==> config.mk <==
export PLATFORM = sky130hd
export DESIGN_NAME = i2c_target_responder
export DESIGN_NICKNAME = d
export VERILOG_FILES = /design/src/rtl/i2c_target_responder.sv
export SDC_FILE = /design/constraint.sdc
export NUM_CORES = 1
export LEC_CHECK = 0
export CORE_ASPECT_RATIO = 0.9
export CORE_MARGIN = 5
export CORE_UTILIZATION = 57
export CTS_BUF_LIST = sky130_fd_sc_hd__clkbuf_16
export CTS_CLUSTER_DIAMETER = 40
export CTS_CLUSTER_SIZE = 25
export DETAILED_ROUTE_END_ITERATION = 10
export MAX_ROUTING_LAYER = met4
export PLACE_DENSITY = 0.8
export SLEW_MARGIN = 40
export SYNTH_ARGS = -nofsm -noshare
export SYNTH_HDL_FRONTEND = slang
export SYNTH_SLANG_ARGS = --single-unit
==> constraint.sdc <==
create_clock -name clk -period 2.79 [get_ports clk]
set_input_delay 0.279 -clock clk [delete_from_list [all_inputs] [get_ports clk]]
set_output_delay 0.279 -clock clk [all_outputs]
set_load 0.1 [all_outputs]
==> src/rtl/i2c_target_responder.sv <==
// I2C target responder: synchronized SCL/SDA sampling, 7-bit address match, byte rx/tx handshakes.
// Optional clock stretching while transmit data is unavailable: define I2C_TARGET_CLK_STRETCH_EN.
module i2c_target_responder #(
  parameter logic [6:0] SLAVE_ADDR  = 7'h22,
  parameter int         SYNC_STAGES = 2
) (
  input  logic       clk,
  input  logic       rst,
  input  logic       scl_i,
  input  logic       sda_i,
  output logic       sda_oe,
  output logic       scl_oe,
  output logic [7:0] rx_data,
  output logic       rx_valid,
  input  logic [7:0] tx_data,
  input  logic       tx_valid,
  output logic       tx_ready,
  output logic       op,
  output logic       busy,
  output logic       stop_evt
);
  // state     | meaning
  // IDLE      | not addressed, waiting for START
  // ADDR      | shifting in address + R/W
  // ADDR_ACK  | driving ACK for our address
  // WR_BYTE   | receiving a data byte
  // WR_ACK    | driving ACK for a received byte
  // RD_BYTE   | transmitting a data byte
  // RD_ACK    | sampling controller ACK/NACK
  // WAIT_STOP | not ours / NACKed; ignore bus until START or STOP
  typedef enum logic [2:0] {
    IDLE, ADDR, ADDR_ACK, WR_BYTE, WR_ACK, RD_BYTE, RD_ACK, WAIT_STOP
  } state_t;

  localparam int SYNC_N = (SYNC_STAGES < 2) ? 2 : SYNC_STAGES;

  state_t            state;
  logic [SYNC_N-1:0] scl_sync, sda_sync;
  logic              scl_d, sda_d;
  logic [6:0]        shift_reg;
  logic [6:0]        tx_shift;
  logic [2:0]        bit_cnt;
  logic              phase_done;
  logic              rd_nack;
  logic              load_ok;
  logic [7:0]        load_byte;
`ifdef I2C_TARGET_CLK_STRETCH_EN
  logic              scl_hold;
  logic              load_pending;
`endif

  wire scl_s     = scl_sync[SYNC_N-1];
  wire sda_s     = sda_sync[SYNC_N-1];
  wire scl_rise  = scl_s & ~scl_d;
  wire scl_fall  = ~scl_s & scl_d;
  wire start_det = scl_s & scl_d & sda_d & ~sda_s;
  wire stop_det  = scl_s & scl_d & ~sda_d & sda_s;
  wire rd_enter  = scl_fall & phase_done &
                   (((state == ADDR_ACK) & op) | ((state == RD_ACK) & ~rd_nack));

  always_ff @(posedge clk) begin
    if (rst) begin
      scl_sync <= '1;
      sda_sync <= '1;
      scl_d    <= 1'b1;
      sda_d    <= 1'b1;
    end else begin
      scl_sync <= {scl_sync[SYNC_N-2:0], scl_i};
      sda_sync <= {sda_sync[SYNC_N-2:0], sda_i};
      scl_d    <= scl_s;
      sda_d    <= sda_s;
    end
  end

  // Without stretching an empty transmit slot is filled with idle-high bits.
  always_comb begin
`ifdef I2C_TARGET_CLK_STRETCH_EN
    load_ok   = tx_valid;
    load_byte = tx_data;
`else
    load_ok   = 1'b1;
    load_byte = tx_valid ? tx_data : 8'hFF;
`endif
  end

`ifdef I2C_TARGET_CLK_STRETCH_EN
  assign scl_oe = scl_hold;
`else
  assign scl_oe = 1'b0;
`endif

  always_ff @(posedge clk) begin
    if (rst) begin
      state      <= IDLE;
      sda_oe     <= 1'b0;
      rx_data    <= 8'h00;
      rx_valid   <= 1'b0;
      tx_ready   <= 1'b0;
      op         <= 1'b0;
      busy       <= 1'b0;
      stop_evt   <= 1'b0;
      shift_reg  <= '0;
      tx_shift   <= '1;
      bit_cnt    <= '0;
      phase_done <= 1'b0;
      rd_nack    <= 1'b1;
`ifdef I2C_TARGET_CLK_STRETCH_EN
      scl_hold     <= 1'b0;
      load_pending <= 1'b0;
`endif
    end else begin
      rx_valid <= 1'b0;
      tx_ready <= 1'b0;
      stop_evt <= 1'b0;
      if (stop_det || start_det) begin
        state      <= stop_det ? IDLE : ADDR;
        busy       <= stop_det ? 1'b0 : busy;
        stop_evt   <= stop_det;
        sda_oe     <= 1'b0;
        bit_cnt    <= '0;
        phase_done <= 1'b0;
`ifdef I2C_TARGET_CLK_STRETCH_EN
        scl_hold     <= 1'b0;
        load_pending <= 1'b0;
`endif
      end else begin
        case (state)
          ADDR: if (scl_rise) begin
            shift_reg <= {shift_reg[5:0], sda_s};
            bit_cnt   <= bit_cnt + 3'd1;
            if (bit_cnt == 3'd7) begin
              if (shift_reg == SLAVE_ADDR) begin
                op    <= sda_s;
                busy  <= 1'b1;
                state <= ADDR_ACK;
              end else begin
                busy  <= 1'b0;
                state <= WAIT_STOP;
              end
            end
          end
          // ACK is asserted on the first SCL fall and released on the one after the 9th clock.
          ADDR_ACK, WR_ACK: begin
            if (scl_rise) phase_done <= 1'b1;
            else if (scl_fall) begin
              if (!phase_done) sda_oe <= 1'b1;
              else begin
                sda_oe     <= 1'b0;
                phase_done <= 1'b0;
                state      <= ((state == WR_ACK) || !op) ? WR_BYTE : RD_BYTE;
              end
            end
          end
          WR_BYTE: if (scl_rise) begin
            shift_reg <= {shift_reg[5:0], sda_s};
            bit_cnt   <= bit_cnt + 3'd1;
            if (bit_cnt == 3'd7) begin
              rx_data  <= {shift_reg, sda_s};
              rx_valid <= 1'b1;
              state    <= WR_ACK;
            end
          end
          RD_BYTE: begin
`ifdef I2C_TARGET_CLK_STRETCH_EN
            if (load_pending) begin
              if (tx_valid) begin
                tx_shift     <= tx_data[6:0];
                sda_oe       <= ~tx_data[7];
                tx_ready     <= 1'b1;
                scl_hold     <= 1'b0;
                load_pending <= 1'b0;
              end
            end else
`endif
            if (scl_rise) begin
              bit_cnt <= bit_cnt + 3'd1;
              if (bit_cnt == 3'd7) phase_done <= 1'b1;
            end else if (scl_fall) begin
              if (phase_done) begin
                sda_oe     <= 1'b0;
                phase_done <= 1'b0;
                state      <= RD_ACK;
              end else begin
                sda_oe   <= ~tx_shift[6];
                tx_shift <= {tx_shift[5:0], 1'b1};
              end
            end
          end
          RD_ACK: begin
            if (scl_rise) begin
              phase_done <= 1'b1;
              rd_nack    <= sda_s;
            end else if (scl_fall && phase_done) begin
              phase_done <= 1'b0;
              state      <= rd_nack ? WAIT_STOP : RD_BYTE;
            end
          end
          IDLE, WAIT_STOP: ;
          default: state <= IDLE;
        endcase
        // First bit of a read byte goes out on the same SCL fall that ends the preceding ACK.
        if (rd_enter) begin
          if (load_ok) begin
            tx_shift <= load_byte[6:0];
            sda_oe   <= ~load_byte[7];
            tx_ready <= tx_valid;
          end
`ifdef I2C_TARGET_CLK_STRETCH_EN
          else begin
            sda_oe       <= 1'b0;
            scl_hold     <= 1'b1;
            load_pending <= 1'b1;
          end
`endif
        end
      end
    end
  end
endmodule

# Yosys cells after proc, flatten, opt, wreduce, memory -nomap -nowiden
# Cells that the tools add are included.
# Widths: inputs -> output; s select.
dict set report totals {
  output_inout_bits 15
  wordCells 145
  in_bits 13
  reg_bits 42
}
dict set report classes {
  muxes 46
  bitwise_logic 23
  addsub 1
  n_reduce_logical 29
  eq_ne 29
}
# cell n
set ops {}
lappend ops {{$mux 3} 15}
lappend ops {{$ne 3x3->1 const B} 15}
lappend ops {{$mux 7} 5}
lappend ops {{$mux 1} 21}
lappend ops {{$pmux 3 s5} 1}
lappend ops {{$reduce_and 5->1} 3}
lappend ops {{$reduce_and 13->1} 1}
lappend ops {{$eq 3x3->1 const B} 4}
lappend ops {{$and 1x1->1} 11}
lappend ops {{$not 1->1} 11}
lappend ops {{$reduce_bool 2->1} 5}
lappend ops {{$reduce_and 3->1} 3}
lappend ops {{$mux 8} 1}
lappend ops {{$reduce_and 4->1} 2}
lappend ops {{$reduce_or 2->1} 4}
lappend ops {{$eq 7x6->1 const B} 1}
lappend ops {{$eq 3x2->1 const B} 2}
lappend ops {{$ne 3x2->1 const B} 2}
lappend ops {{$reduce_bool 3->1} 2}
lappend ops {{$reduce_bool 6->1} 1}
lappend ops {{$reduce_or 3->1} 2}
lappend ops {{$ne 2x1->1 const B} 2}
lappend ops {{$reduce_or 4->1} 1}
lappend ops {{$add 3x1->3 const B} 1}
lappend ops {{other kinds (11)} 12}

# Logic depth before layout (Yosys ltp)
# Gate-level depths: netlist of run 1.
dict set report logic_depth {
  ltp_word 8
  mapped_depth 7
  ltp_nobuf 6
}

# Worst setup path after synthesis of run 1
# Ideal clock, no wire load.
dict set report synth_timing {
  kind {flip-flop to flip-flop}
  start {register op}
  end {register tx_shift[1]}
  setup_time_ns 0.132
  required_ns 2.658
  n_path_buf 0
  slack_ns 0.711
  synth_period_minus_slack_ns 2.079
  path_stages_with_launch 6
  arrival_time_ns 1.947
  cell_sequence {dfxtp_1 > or2b_1 > a211oi_4 > nand3b_1 > nor2_1 > a21oi_1}
}
dict set report synth_between {
  elab_chain_cells 5
  word_cells_on_any_way 9
  cone_classes {2 x eq/ne; 1 x mux; 3 x bitwise; 3 x reduce/logical}
}
# item line
set synth_rtl {}
lappend synth_rtl {{start, declared} 18} ;# output logic op,
lappend synth_rtl {{start signal, assigned} 133} ;# op <= sda_s;
lappend synth_rtl {{$and 1x1->1 (*)} 59} ;# (((state == ADDR_ACK) & op) | ((state == RD_ACK) & ~rd_nack));
lappend synth_rtl {{$or 1x1->1 (*)} 59}
lappend synth_rtl {{$and 1x1->1 (*)} 58} ;# wire rd_enter = scl_fall & phase_done &
lappend synth_rtl {{$ne 2x1->1 (no line) or $reduce_bool 2->1 (tied branches)} -}
lappend synth_rtl {{$reduce_and 5->1 (no line)} -}
lappend synth_rtl {{end signal, assigned} 185} ;# tx_shift <= {tx_shift[5:0], 1'b1};
lappend synth_rtl {{end signal, assigned} 204} ;# tx_shift <= load_byte[6:0];
lappend synth_rtl {{end, declared} 41} ;# logic [6:0] tx_shift;
# Mark *: on every way between the ends. The rest lies on a longest branch, timed or not.
# A chain may end at the register's enable or synchronous reset.

# Worst setup path in the final report of run 1
dict set report layout_timing {
  start {register state[0]}
  end {register rx_data[6]}
}
dict set report layout_between {
  elab_chain_cells 2
}
# item line
set layout_rtl {}
lappend layout_rtl {{start, declared} 37} ;# state_t state;
lappend layout_rtl {{start signal, assigned} 116} ;# state <= stop_det ? IDLE : ADDR;
lappend layout_rtl {{start signal, assigned} 150} ;# state <= ((state == WR_ACK) || !op) ? WR_BYTE : RD_BYTE;
lappend layout_rtl {{start signal, assigned} 195} ;# state <= rd_nack ? WAIT_STOP : RD_BYTE;
lappend layout_rtl {{$eq 3x2->1} 127} ;# case (state)
lappend layout_rtl {{$reduce_and 4->1 (no line)} -}
lappend layout_rtl {{end signal, assigned} 158} ;# rx_data <= {shift_reg, sda_s};
lappend layout_rtl {{end, declared} 13} ;# output logic [7:0] rx_data,
# Every way passes these cells.

==> flow_summary_export.csv, run 1 <==
group,metric,value,unit
outcome,status,"finished, final reports clean",
clocking,cts.clk_slew.worst_paths,60,ps
final_layout,final_cell_count_no_fill,262,
setup_path,path_class,"flip-flop to flip-flop",
clocking,cts_setup_buffers,0,
grt,grt_pass1_wl,6.49,mm
logic_synthesis,synth_largest_area_cell,"dfxtp_1",
floorplan,die_area,0.00456,mm^2
drt,routed_wirelength,3.84,mm
logic_synthesis,synthCells,198,
logic_synthesis,syn_area_per_cell,9.52,um^2
worst_hold_path,min_path_cells,1,
timing,fin_setup_tns,0,ps
final_layout,nets,234,
placed_design,dp_slack,588,ps
timing,setup_ws,583,ps
grt,grt_max_degree,22,
logic_synthesis,ys_seq_area_share,44.6,%
timing,setup_violations,0,
clocking,cts_tree,"yes",
timing,rsz0062_at_grt,"false",
logic_synthesis,synth_top_cell_area_share,44.6,%
placed_design,numPortBuffers,26,
setup_path,worst-r2r-cell-count,4,
drt,routed_via_density,5.54,
power,power,1.22,mW
placed_design,hpwl,2.76,mm
grt,antenna_found_initial,0,
grt,grt-ovfl-total,0,
drt,wl_per_cell,14.7,um
logic_synthesis,synth-seq-cells,42,
timing,tightestPinTransition,524,ps
drt,drc,0,
logic_synthesis,syn_area,0.00189,mm^2
clocking,htreeDepth,2,
timing,clock_skew,3.52,ps
clocking,clkLatencyLatePin,280,ps
logic_synthesis,synth-async-reset-ratio,0,%
clocking,cts_root_buf,"clkbuf_16",
timing,hold_viol_final,0,
logic_synthesis,synth_most_common_cell,"dfxtp_1",
logic_synthesis,yosysWarnings,0,
power,p_leak,0.984,nW
logic_synthesis,synth_flop_cell,"dfxtp_1",
final_layout,syn_to_final_growth,18.4,%
floorplan,start_util,60.5,%
logic_synthesis,syn-num-nets,213,
placed_design,dp.cells,254,
timing,drv_slew,0,
setup_path,critPathMaxFanout,18,
logic_synthesis,synthTopCellsByCount,"dfxtp_1, nor2_1, mux2i_1",
floorplan,ios,28,
setup_path,setup.worst_path.end_class,"flip-flop",
clocking,cts_inserted_buffers,5,
floorplan,coreArea,0.00311,mm^2
clocking,cts_hold_buf,0,
worst_hold_path,hold_class,"flip-flop to flip-flop",
drt,drt_pass1_iterations,4,
drt,drt_first_iter_violations,139,
clocking,cts_resized,0,
floorplan,rows,19,
final_layout,diodes,0,
final_layout,drive_gt1_share,17.7,%
grt,grtUsageTotal,18.5,%
final_layout,largest_reg_flops,8,
logic_synthesis,synth_area_leaders,"dfxtp_1, mux2i_1, nor2_1",
floorplan,die_y,64.6,um
logic_synthesis,synth_cell_types,47,
power,peakVddDrop,0.523,mV
timing,fin_crit_sh,79.1,%
clocking,clkSinkCount,42,
setup_path,arrival,2360,ps
placed_design,gp_congestion,0.856,
drt,vias,1452,
power,pwr_density_cell,548,mW/mm^2
setup_path,start_kind,"flip-flop",
logic_synthesis,synth_edf_count,0,
floorplan,die_w,70.6,um
clocking,cts.path.max_buffers,2,
grt,grt_pass1_vias,1396,
timing,min_period,2210,ps
timing,max_freq,0.453,GHz
drt,postRouteAntennaNets,0,
setup_path,required,2950,ps
job,max_cap_violations,0,
timing,maxSlewHeadroom,65.0,%
[layout by cell type, fill, tap and decap left out, types with 5 or more instances in the layout]
master            n
a21oi_1          10
buf_4            15
clkbuf_16         5
clkdlybuf4s50_1  12
dfxtp_1          42
mux2i_1          24
nand2_1           5
nor2_1           36
or2_2             7
[per-layer routing]
layer  part of all wire [%]  track usage, %  vias up
met5                      0               -        -
met4                    1.4            7.75        0
met3                    4.9            4.17        8
met2                     47            29.1       29
met1                     47            23.0      675
li1                       -               -      740
[path summary, 6_finish.rpt]
kind / slack, ps / to / startpoint
hold / removal: 410 / sda_sync[1]$_SDFF_PP1_ / sda_sync[0]$_SDFF_PP1_
setup / recovery: 580 / rx_data[6]$_SDFFE_PP0P_ / state[0]$_SDFFE_PP0P_
hold reg to reg: 410 / sda_sync[1]$_SDFF_PP1_ / sda_sync[0]$_SDFF_PP1_
setup reg to reg: 580 / rx_data[6]$_SDFFE_PP0P_ / state[0]$_SDFFE_PP0P_
[logic make-up (layout without fill, tap and decap cells)]
group           count (synthesis)  in the layout  synth area share [%]
compound gates                 32             32                  11.9
xor+xnor                        3              3                  1.39
fa+ha+maj                       2              2                  1.33
buf+inv                        15             37                  4.64
flops                          42             42                  44.6
mux                            24             24                  12.7
other cells                     1              1                 0.199
simple gates                   79             79                  23.2
[power breakdown]
group	internal, mW	total [mW]	switching (mW)
registers	0.605	0.614	0.00937
logic	0.0272	0.0566	0.0294
clock network	0.328	0.552	0.225
total	0.960	1.22	0.263
[through the flow]
step	cell area (um^2)	util [%]	hold slack [ps]
after floorplan	1890	-	383
after global placement	2090	67.1	393
after detailed placement	2090	67.1	394
after CTS	2230	71.7	408
after global routing	2230	71.7	426
final	2230	71.7	408
[worst max-delay path, cell delays in order (launching register included)]
cell and delay [ps]:
dfxtp_1 650, and4bb_1 580, nand3_1 490, mux2i_1 310
nor2_1 60
[final cells by class]
type | count | area (um^2)
Multi-Input combinational cell | 141 | 957
Fill cell | 239 | 881
Sequential cell | 42 | 841
Timing Repair Buffer | 27 | 233
Clock buffer | 5 | 125
Tap cell | 42 | 52.6
Clock inverter | 3 | 17.5
Inverter | 2 | 7.51
No activity file was read; power rests on OpenSTA's default activity.
==> inputs of run 2 (changes only) <==
- CORE_UTILIZATION: 57 -> 48
- PLACE_DENSITY: 0.8 -> 0.72
- clock period: 2.79 -> 1.9 ns (I/O delays scaled with it)
==> flow_summary_export.csv, run 2 (synthesis gave the netlist of run 1 again) <==
group,metric,value,unit
outcome,status,"finished, final reports clean",
final_layout,final_cell_mix,"dfxtp_1, nor2_1, mux2i_1",
timing,setup_violations,0,
placed_design,hpwl,2.84,mm
placed_design,numPortBuffers,26,
grt,grt_pass1_vias,1449,
grt,grt-ovfl-total,0,
setup_path,setup.worst_path.end_class,"flip-flop",
final_layout,nFillCells,340,
setup_path,critPathMaxFanout,14,
timing,fin_setup_tns,0,ps
timing,hold_viol_final,0,
clocking,cts_tree,"yes",
setup_path,r2r-end,"tx_shift[2]$_SDFFE_PP1P_",
final_layout,post-route-util,60.3,%
setup_path,r2r_slack,170,ps
drt,drc,0,
setup_path,arrival,1880,ps
final_layout,stdcell_area,0.00227,mm^2
setup_path,cpPeakStageDelay,440,ps
setup_path,path_class,"flip-flop to flip-flop",
clocking,cts_root_buf,"clkbuf_16",
setup_path,start_kind,"flip-flop",
floorplan,die_y,69.5,um
clocking,cts_inserted_buffers,5,
floorplan,start_util,50.2,%
timing,fin_crit_sh,90.8,%
drt,vias,1452,
grt,grt_max_degree,29,
setup_path,worst-r2r-cell-count,5,
placed_design,placedInstanceArea,0.00212,mm^2
final_layout,syn_to_final_growth,20.2,%
worst_hold_path,holdPathEnd,"sda_sync[1]$_SDFF_PP1_",
grt,antenna_found_initial,0,
setup_path,cp_slowest_cell,"dfxtp_2",
final_layout,diodes,0,
setup_path,crit_chain,"or2b_2, a211oi_4, nand3b_1, nor2_1, a21oi_1",
final_layout,drive_gt1_share,20.2,%
timing,hold_ws,409,ps
final_layout,largest_reg_flops,8,
final_layout,final_cell_count_no_fill,269,
timing,clock_skew,4.52,ps
clocking,cts.clk_slew.worst_paths,60,ps
final_layout,nets,237,
timing,max_freq,0.579,GHz
floorplan,ios,28,
drt,routed_wirelength,3.87,mm
final_layout,layout_commonest_cell,"dfxtp_1",
worst_hold_path,hold_class,"flip-flop to flip-flop",
grt,grt_pass1_wl,6.72,mm
power,p_leak,0.992,nW
clocking,cts.path.max_buffers,2,
placed_design,dp.cells,261,
floorplan,die_area,0.00528,mm^2
floorplan,rows,21,
setup_path,timing.rr.start,"state[2]$_SDFFE_PP0P_",
clocking,clkSinkCount,42,
job,max_cap_violations,0,
drt,drt_pass1_iterations,4,
timing,rsz0062_at_grt,"false",
worst_hold_path,hold_path.startpoint,"sda_sync[0]$_SDFF_PP1_",
drt,wl_per_cell,14.4,um
setup_path,required,2050,ps
floorplan,coreArea,0.00376,mm^2
timing,drv_slew,0,
power,pwr_density_cell,790,mW/mm^2
floorplan,die_w,76.1,um
drt,routed_via_density,5.40,
clocking,htreeDepth,2,
clocking,cts_hold_buf,0,
drt,drt_first_iter_violations,195,
drt,postRouteAntennaNets,0,
placed_design,gp_congestion,0.862,
clocking,clkLatencyLatePin,280,ps
grt,grtUsageTotal,16.0,%
timing,min_period,1730,ps
worst_hold_path,min_path_cells,1,
power,peakVddDrop,0.527,mV
==> run 2: cell types whose count changed in the layout (fill, tap and decap cells not counted) <==
cell | previous run | this run
buf_4 | 15 | 18
clkinv_1 | 0 | 1
clkinv_4 | 1 | 0
clkinvlp_4 | 0 | 1
dfxtp_1 | 42 | 40
dfxtp_2 | 0 | 2
inv_1 | 3 | 2
nand3_1 | 4 | 3
nand3_2 | 0 | 1
==> run 2: cell type report <==
| type | count | area, um^2 | area share (%) |
|---|---|---|---|
| multi-input cells | 141 | 962 | 42.4 |
| flip-flops and latches | 42 | 843 | 37.2 |
| repair buffers | 30 | 255 | 11.3 |
| clock buffers | 5 | 125 | 5.52 |
| well taps | 46 | 57.6 | 2.54 |
| clock inverters | 3 | 16.3 | 0.717 |
| inverters | 2 | 7.51 | 0.331 |
==> run 2: worst max-delay path by stage <==
stage               depth (start not counted)                        to             startpoint  slack [ps]
global placement                            5  tx_shift[6]$_SDFFE_PP1P_  state[2]$_SDFFE_PP0P_         210
finish                                      5  tx_shift[2]$_SDFFE_PP1P_  state[2]$_SDFFE_PP0P_         170
global route                                5  tx_shift[3]$_SDFFE_PP1P_  state[1]$_SDFFE_PP0P_          70
CTS                                         5  tx_shift[2]$_SDFFE_PP1P_  state[2]$_SDFFE_PP0P_          80
detailed placement                          5  tx_shift[2]$_SDFFE_PP1P_  state[2]$_SDFFE_PP0P_          90
floorplan                                   5  tx_shift[1]$_SDFFE_PP1P_        op$_SDFFE_PP0P_         150
==> run 2: metrics by stage <==
step / power (mW) / setup slack [ps]
after global routing: 1.86 / 65.2
final: 1.79 / 174
after global placement: 1.00 / 213
after CTS: 1.81 / 80.0
after floorplan: 0.970 / 149
after detailed placement: 1.01 / 89.3
==> run 2: metal layers <==
metal	routed length, um	up-vias	share of wire, %	track usage [%]
met2	1870	36	48	26.2
met3	192	8	5.0	4.16
met5	0	-	0	-
met1	1740	675	45	18.5
li1	-	733	-	-
met4	72	0	1.9	6.99
==> run 2: what timing repair did <==
item / in CTS / in global routing
resized for setup: 0 / 2
setup buffers: 0 / 0
setup endpoints to repair: 0 / 10
==> run 2: critical path: cells and delay by family (launching register included) <==
kind            cells  cell delay (ps)
compound gates      2              380
flops               1              440
simple gates        3              760
==> run 2: report_power, final <==
part / internal (mW) / total [mW] / leakage, nW / switching, mW
clock: 0.479 / 0.804 / 0.0672 / 0.325
combinational: 0.0430 / 0.0903 / 0.584 / 0.0473
sequential: 0.888 / 0.897 / 0.341 / 0.00887
total: 1.41 / 1.79 / 0.992 / 0.382
==> inputs of run 3 (changes only) <==
- clock period: 1.9 -> 1.43 ns (I/O delays scaled with it)
==> flow_summary_export.csv, run 3 (synthesis gave the netlist of run 1 again) <==
group,metric,value,unit
outcome,status,"finished with violations",
outcome,violations,"setup timing",
floorplan,rows,21,
timing,max_freq,0.660,GHz
drt,drt_first_iter_violations,158,
setup_path,r2r-end,"state[0]$_SDFFE_PP0P_",
floorplan,ios,28,
placed_design,dp.cells,274,
floorplan,coreArea,0.00376,mm^2
final_layout,multiInputGateArea,0.00107,mm^2
drt,wl_per_cell,16.4,um
final_layout,post-route-util,73.9,%
timing,hold_viol_final,0,
drt,routed_wirelength,4.82,mm
timing,fin_crit_sh,106,%
floorplan,die_y,69.5,um
clocking,cts_inserted_buffers,5,
clocking,clkSinkCount,42,
setup_path,arrival,1690,ps
job,max_cap_violations,0,
placed_design,numPortBuffers,26,
setup_path,required,1600,ps
placed_design,hpwl,3.18,mm
timing,setup_ws,-85.9,ps
setup_path,critPathMaxFanout,6,
setup_path,r2r_slack,-90,ps
final_layout,seq_area,858,um^2
clocking,cts.clk_slew.worst_paths,60,ps
worst_hold_path,hold_path.startpoint,"scl_sync[0]$_SDFF_PP1_",
floorplan,die_area,0.00528,mm^2
placed_design,gp_congestion,0.853,
floorplan,start_util,50.2,%
floorplan,die_w,76.1,um
setup_path,start_kind,"flip-flop",
final_layout,syn_to_final_growth,47.2,%
setup_path,path_class,"flip-flop to flip-flop",
timing,rsz0062_at_grt,"true",
clocking,clkLatencyLatePin,290,ps
timing,clock_skew,2.89,ps
clocking,cts_root_buf,"clkbuf_16",
drt,drc,0,
clocking,htreeDepth,2,
placed_design,dp_slack,-167,ps
timing,setup_violations,17,
final_layout,nets,261,
drt,drt_pass1_iterations,4,
worst_hold_path,hold_class,"flip-flop to flip-flop",
grt,grt_pass1_wl,7.82,mm
final_layout,layout_commonest_cell,"dfxtp_1",
grt,grt_max_degree,16,
final_layout,final_cell_mix,"dfxtp_1, nor2_1, mux2i_1",
grt,grt_pass1_vias,1659,
drt,routed_via_density,5.51,
final_layout,largest_reg_flops,8,
final_layout,drive_gt1_share,38.1,%
grt,grt-ovfl-total,0,
power,pwr_density_cell,878,mW/mm^2
grt,grtUsageTotal,18.7,%
worst_hold_path,min_path_cells,1,
setup_path,crit_end,"state[0]$_SDFFE_PP0P_",
setup_path,worst-r2r-cell-count,6,
clocking,cts_tree,"yes",
clocking,cts_hold_buf,0,
power,p_leak,1.18,nW
power,peakVddDrop,0.815,mV
timing,drv_slew,0,
clocking,cts.path.max_buffers,2,
timing,min_period,1520,ps
drt,vias,1614,
grt,antenna_found_initial,0,
final_layout,final_cell_count_no_fill,293,
final_layout,nFillCells,242,
setup_path,setup.worst_path.end_class,"flip-flop",
setup_path,cp-startpoint,"state[2]$_SDFFE_PP0P_",
timing,hold_ws,409,ps
final_layout,diodes,0,
setup_path,timing.rr.start,"state[2]$_SDFFE_PP0P_",
drt,postRouteAntennaNets,0,
==> run 3: layer usage <==
metal	GRT usage [%]	part of all wire [%]
met1	21.6	43
met4	7.18	1.6
met2	31.0	52
met5	-	0
met3	4.81	3.6
==> run 3: repair_timing <==
item                       4_1_cts  5_1_grt
resized for setup               14       27
setup endpoints to repair       21       35
buffers inserted                 5        7
cloned                           0        0
pin swaps                        8       22
==> run 3: worst min path at each step <==
stage | slack [ps] | end
floorplan | 250 | scl_sync[0]$_SDFF_PP1_
global placement | 390 | sda_sync[1]$_SDFF_PP1_
detailed placement | 400 | scl_sync[1]$_SDFF_PP1_
CTS | 410 | scl_sync[1]$_SDFF_PP1_
global route | 420 | sda_sync[0]$_SDFF_PP1_
finish | 410 | scl_sync[1]$_SDFF_PP1_
==> run 3: report_power, final <==
part	total, mW	switching (mW)	internal (mW)
clock network	1.10	0.463	0.640
logic	0.146	0.0750	0.0711
registers	1.19	0.0109	1.18
==> run 3: area by class of cell <==
cell class,count,area share [%]
repair buffers,54,23.1
inverters,2,0.271
flip-flops and latches,42,30.9
well taps,46,2.07
clock inverters,3,0.631
multi-input cells,141,38.5
clock buffers,5,4.51
==> run 3: critical path, stage by stage, from the launching register on <==
cell      delay (ps)
dfxtp_4          360
buf_6            130
and4bb_2         350
a32o_2           260
nor2_2            50
a221oi_2         190
nor3_2            50
==> run 3: per-stage QoR <==
stage	setup TNS (ps)	cell area, um^2	total power [mW]
floorplan	-868	1900	1.29
global placement	-866	2410	1.35
detailed placement	-1450	2410	1.35
CTS	-414	2630	2.44
global route	-2390	2780	2.53
finish	-511	2780	2.44
